[src/rtl/encoder_pkg.sv]
// encoder_pkg: shared sizes and FSM state type for the round-robin 8-to-3 encoder
package encoder_pkg;
  localparam int N = 8;
  localparam int W = 3;
  typedef enum logic {S_IDLE, S_VALID} enc_state_t;
endpackage

[src/rtl/rr_pick_8.sv]
// rr_pick_8: combinational round-robin picker, first set bit of pending after last (wrapping)
// Ports: pending[N] candidate bits, last[W] previously granted index,
//        any = pending nonzero, grant_idx[W] chosen index, grant_1hot[N] chosen bit
module rr_pick_8
  import encoder_pkg::*;
(
  input  logic [N-1:0] pending,
  input  logic [W-1:0] last,
  output logic         any,
  output logic [W-1:0] grant_idx,
  output logic [N-1:0] grant_1hot
);
  always_comb begin
    any = |pending;
    grant_idx = '0;
    // Walk offsets from farthest to nearest so the nearest set bit after last wins; offset N is last itself.
    for (int i = N; i > 0; i--)
      if (pending[last + W'(i)]) grant_idx = last + W'(i);
    grant_1hot = any ? N'(1) << grant_idx : '0;
  end
endmodule

[src/rtl/encoder_8_to_3_rr.sv]
// encoder_8_to_3_rr: sticky multi-hot requests served round-robin as 3-bit indices over valid/ready
// Ports: clk, rst (sync active-low), ena (request capture enable), req[N] multi-hot requests,
//        out_valid/out_ready/out_index[W] served-index handshake, busy = pending work or output held
module encoder_8_to_3_rr
  import encoder_pkg::*;
(
  input  logic         clk,
  input  logic         rst,
  input  logic         ena,
  input  logic [N-1:0] req,
  output logic         out_valid,
  input  logic         out_ready,
  output logic [W-1:0] out_index,
  output logic         busy
);
  enc_state_t r_state, w_state_next;
  logic [N-1:0] r_pending, w_grant_1hot, w_clr;
  logic [W-1:0] r_last, r_index, w_grant_idx;
  logic w_any, w_fire, w_load;
  rr_pick_8 u_pick (
    .pending(r_pending),
    .last(r_last),
    .any(w_any),
    .grant_idx(w_grant_idx),
    .grant_1hot(w_grant_1hot)
  );
  // The output slot frees when idle or when the held index is accepted; a free slot refills from pending.
  always_comb begin
    w_fire = (r_state == S_IDLE) | out_ready;
    w_load = w_fire & w_any;
    w_clr = w_load ? w_grant_1hot : '0;
    w_state_next = w_fire ? (w_any ? S_VALID : S_IDLE) : r_state;
  end
  always_ff @(posedge clk) begin
    if (!rst) begin
      r_state <= S_IDLE;
      r_pending <= '0;
      r_last <= W'(N - 1);
      r_index <= '0;
    end else begin
      r_state <= w_state_next;
      r_pending <= (r_pending & ~w_clr) | (ena ? req : '0);
      if (w_load) begin
        r_index <= w_grant_idx;
        r_last <= w_grant_idx;
      end
    end
  end
  assign out_valid = r_state == S_VALID;
  assign out_index = r_index;
  assign busy = |r_pending | out_valid;
endmodule

[config.mk]
export PLATFORM = sky130hd
export DESIGN_NAME = encoder_8_to_3_rr
export DESIGN_NICKNAME = d
export VERILOG_FILES = /design/src/rtl/encoder_pkg.sv /design/src/rtl/rr_pick_8.sv /design/src/rtl/encoder_8_to_3_rr.sv
export SDC_FILE = /design/constraint.sdc
export NUM_CORES = 1
export LEC_CHECK = 0
export BUFFER_PORTS_ARGS = -buffer_cell sky130_fd_sc_hd__buf_4
export CORE_AREA = 2 2 65 60
export CTS_CLUSTER_DIAMETER = 100
export DETAILED_ROUTE_END_ITERATION = 10
export DIE_AREA = 0 0 67 62
export HOLD_SLACK_MARGIN = 0.05
export PLACE_DENSITY = 0.74
export RECOVER_POWER = 25
export SYNTH_ARGS = -nofsm -noshare
export SYNTH_HDL_FRONTEND = slang
export SYNTH_SLANG_ARGS = --single-unit
export TNS_END_PERCENT = 30
[constraint.sdc]
create_clock -name clk -period 3.3 [get_ports clk]
set_input_delay 0.99 -clock clk [delete_from_list [all_inputs] [get_ports clk]]
set_output_delay 0.99 -clock clk [all_outputs]
set_load 0.02 [all_outputs]
Yosys cells after proc, flatten, opt, wreduce, memory -nomap -nowiden. Cells that the tools add are included.

Register bits after elaboration: 15. Input port bits: 12. Output and inout bits: 5. Word-level logic and storage cells: 56.

Add/subtract/negate cells: 7. Magnitude comparators: 8. Shifts and indexed selects: 1. Mux-type cells: 28. Bitwise gates (word level): 7. Reduce and logical (&&, ||, !) cells: 1.

Operators with widths (number): less-than comparator 3 x 4 -> 1 bit (second input constant) (8); binary-select mux 1 bit (select 3 bit) (8); 2-to-1 mux 3 bit (8); 2-to-1 mux 8 bit (3); adder 3 bit (second input constant) (4); 2-to-1 mux 1 bit (9); bitwise AND 8 bit (1); NOT 8 bit (1); bitwise OR 8 bit (1); OR reduction 8 bit (1); << shifter 1 x 3 -> 8 bit (first input constant) (1); adder 3 x 2 -> 3 bit (second input constant) (2); adder 3 x 1 -> 3 bit (second input constant) (1); bitwise OR 1 bit (2); bitwise AND 1 bit (1); NOT 1 bit (1).

Longest topological paths before layout.
Word-level depth: 16. Depth in mapped cells: 11. Gate-level depth less buffers: 8.

By module. A second synthesis with hierarchy kept.

Cell total of the unflattened synthesis: 189. Area total of the unflattened synthesis: 1746.7 µm².

Modules (own cells, without submodules): rr_pick_8 (instances 1, cells an instance 115, area an instance 1073.5 µm², seq. area each 0.0 µm²); encoder_8_to_3_rr (instances 1, cells an instance 74, area an instance 673.1 µm², seq. area each 300.3 µm²).

Worst setup path before layout. Ideal clock, no wire load.

Path type: register -> register. Start point: register r_last[1]. End point: register r_pending[0]. Arrival: 2.777 ns. Required time: 3.219 ns. Slack: 0.442 ns. Stages on the path, launching flop included: 10. Clock period less this slack: 2.858 ns. Cell sequence: dfxtp_1 > clkbuf_8 > clkinv_1 > ha_1 > buf_2 > mux4_2 > mux2_2 > a32o_1 > or3_4 > a41oi_1.

Word-level cells in the longest chain between the ends: 16. Elaborated cells on any way between the ends: 37.

RTL lines: start: declaration (RTL line encoder_8_to_3_rr.sv:18) `logic [W-1:0] r_last, r_index, w_grant_idx;`; start signal: assignment (RTL line encoder_8_to_3_rr.sv:38) `r_last <= W'(N - 1);`; start signal: assignment (RTL line encoder_8_to_3_rr.sv:45) `r_last <= w_grant_idx;`; adder 3 bit / binary-select mux 1 bit (select 3 bit) (equally long branches) (RTL line rr_pick_8.sv:18) `if (pending[last + W'(i)]) grant_idx = last + W'(i);`; binary-select mux 1 bit (select 3 bit) / 2-to-1 mux 1 bit (equally long branches) (RTL line rr_pick_8.sv:18); 2-to-1 mux 1 bit (implied by the code) / 2-to-1 mux 3 bit (equally long branches) (RTL line rr_pick_8.sv:18); 2-to-1 mux 3 bit (6 in a row) (RTL line rr_pick_8.sv:18); 2-to-1 mux 3 bit (*) (RTL line rr_pick_8.sv:18); << shifter 1 x 3 -> 8 bit (*) (RTL line rr_pick_8.sv:19) `grant_1hot = any ? N'(1) << grant_idx : '0;`; 2-to-1 mux 8 bit (*) (RTL line rr_pick_8.sv:19); 2-to-1 mux 8 bit (*) (RTL line encoder_8_to_3_rr.sv:31) `w_clr = w_load ? w_grant_1hot : '0;`; NOT 8 bit (*) (RTL line encoder_8_to_3_rr.sv:42) `r_pending <= (r_pending & ~w_clr) | (ena ? req : '0);`; bitwise AND 8 bit (*) (RTL line encoder_8_to_3_rr.sv:42); bitwise OR 8 bit (*) (RTL line encoder_8_to_3_rr.sv:42); end signal: assignment (RTL line encoder_8_to_3_rr.sv:42); end: declaration (RTL line encoder_8_to_3_rr.sv:17) `logic [N-1:0] r_pending, w_grant_1hot, w_clr;`.

Mark *: on every way between the ends. The rest lies on a longest branch, timed or not. The select of a mux whose other input is x is not followed. A chain may end at the register's enable or synchronous reset.

Worst setup path after layout.
Start point: register r_last[1]. End point: register r_pending[1].

The elaborated chain is that of the path after synthesis.

==> impl_metrics.tcl <==
set metrics [dict create \
    cts_setup_buffers 0 \
    slowest_delay_ns 0.55 \
    clockRootBuffer "clkbuf_8" \
    cp_cell_sequence "clkinv_1 -> ha_1 -> buf_4 -> mux4_2 -> nand2_1 -> nand3_1 -> nor4_1 -> o21a_1 -> a41oi_1" \
    cp.arrival_ns 2.92 \
    fin_skew_ns 0.00231 \
    dp.cells 244 \
    synth_edf_count 0 \
    portBuffers 16 \
    met2_length_um 2030 \
    ioPinCount 17 \
    setup-violations-final 0 \
    cts_tree "built" \
    yosys_most_used_dff "dfxtp_1" \
    maxCapViolations 0 \
    synth_cell_type_count 56 \
    antenna_found_initial 0 \
    top_layer "met4" \
    finalWorstSetupSlack_ns 0.483 \
    critPathKind "register to register" \
    synth_cells 197 \
    final_max_slew_viol_count 0 \
    crit_buf_inv 2 \
    cts_resized 0 \
    max_freq_mhz 355 \
    max-slew-margin-rel 0.436 \
    clock_latency_ns 0.25 \
    synth_area_per_cell_um2 9.37 \
    grt_pass1_vias 1418 \
    cts_sinks 15 \
    status "finished, final reports clean" \
    period_share 0.854 \
    grt_max_degree 24 \
    crit_required_ns 3.41 \
    drt-pass1-iter-count 4 \
    grt-ovfl-total 0 \
    worstMarginPinSlew_ns 0.845 \
    path_delay_family "simple AND/OR/NAND/NOR gates" \
    grtUsageTotal 0.223 \
    dp_slack_ns 0.477 \
    cp-end-kind "register" \
    nNetsFinal 217 \
    ant_nets 0 \
    async_flop_share 0 \
    final_cells 248 \
    place_hpwl_um 3210 \
    area_growth_pct 3.59 \
    drt_wl_total_um 4330 \
    met3_length_um 268 \
    hold_ws_ns 0.484 \
    start_util 0.516 \
    clockBufferDepth 2 \
    wl_per_cell_um 17.4 \
    drive_above_1_share 0.282 \
    fin_crit_ns 2.82 \
    vias 1588 \
    synth_seq_area_share 0.163 \
    startpoint_type "register" \
    cts-hold-fix-buffers 0 \
    cts_buffers 3 \
    crit_path_max_fanout 12 \
    grt_pass1_wl_um 7000 \
    syn_nets 211 \
    met1_length_um 1990 \
    hold_viol 0 \
    viasPerCell 6.40 \
    die_area_um2 4150 \
    antenna_cells 0 \
    hold_class "register to register" \
    final.setup.tns_ns 0 \
    h-tree-depth 1 \
    rsz0062_at_grt "false" \
    synth-seq-cells 15 \
    netlist_area_um2 1850 \
    drc 0 \
    clk_pin_slew_ns 0.06 \
    die_x_um 67 \
    fp.coreArea_um2 3570 \
    num_rows 21 \
    crit_slowest_cell "nor4_1" \
    yosysWarnings 0 \
    first_iter_violations 122 \
    die_h_um 62 \
    gp_congestion 0.920 \
]
==> through the flow <==
step	utilization	cell area [um2]
final	0.535	1910
after global routing	0.535	1910
after CTS	0.539	1930
after detailed placement	0.526	1880
after global placement	0.526	1880
after floorplan	-	1850
==> layout by cell type (no fill, tap or decap), types with 5 or more instances in the layout <==
master     n
nand2_1   29
buf_4     17
dfxtp_1   15
mux2i_1   14
mux4_2    11
nand2b_1   8
a41oi_1    8
mux2_2     6
o21a_1     5
o211ai_1   5
nor2_1     5
==> cells by family (layout without fill, tap and decap cells) <==
group	after synthesis	after routing	synth area share
buf+inv	25	30	0.108
compound gates	48	48	0.216
flops	15	15	0.163
mux	33	33	0.275
simple gates	72	72	0.216
xor+xnor	2	2	0.00949
fa+ha+maj	2	2	0.0136
==> layer usage <==
layer  GRT usage  vias to the layer above
met1       0.309                      763
li1            -                      762
met2       0.389                       57
met5           0                        -
met3      0.0108                        6
met4      0.0496                        0
==> cell usage after synthesis (5+ instances only) <==
library cell / number / share of area
nor2_1: 5 / 0.010
buf_4: 6 / 0.024
mux2i_1: 14 / 0.076
o211ai_1: 5 / 0.020
nand2b_1: 8 / 0.027
nand2_1: 29 / 0.059
dfxtp_1: 15 / 0.16
mux2_2: 6 / 0.037
a41oi_1: 8 / 0.038
o21a_1: 5 / 0.020
mux4_2: 11 / 0.13
==> layout make-up <==
class	instances	area [um2]
multi-input cells	157	1350
flip-flops and latches	15	300
repair buffers	21	143
fillers	347	1660
well taps	46	57.6
inverters	5	18.8
clock inverters	1	5.00
clock buffers	3	41.3
==> registers in the layout, indices dropped and copies added (netlist names) <==
name and cells:
r_pending 8, out_index 3, r_last 3, out_valid 1
==> worst min-delay path: cells and delay by family, from the launching register on <==
kind,cells,cell delay (ns)
flip-flops,1,0.31
AND/OR/NAND/NOR,1,0.05
AO/OA/AOI/OAI,1,0.07
==> path summary, 6_finish.rpt <==
path              slack, ns           end         start  cells after the start
hold / removal         0.48  out_index[1]  out_index[1]                      2
setup / recovery       0.48  r_pending[1]     r_last[1]                      9
setup reg to reg       0.48  r_pending[1]     r_last[1]                      9
hold reg to reg        0.48  out_index[1]  out_index[1]                      2
Power is left out: the tool's default activity adds up to more than one toggle a clock period on the data nets, which glitch-free logic cannot reach.
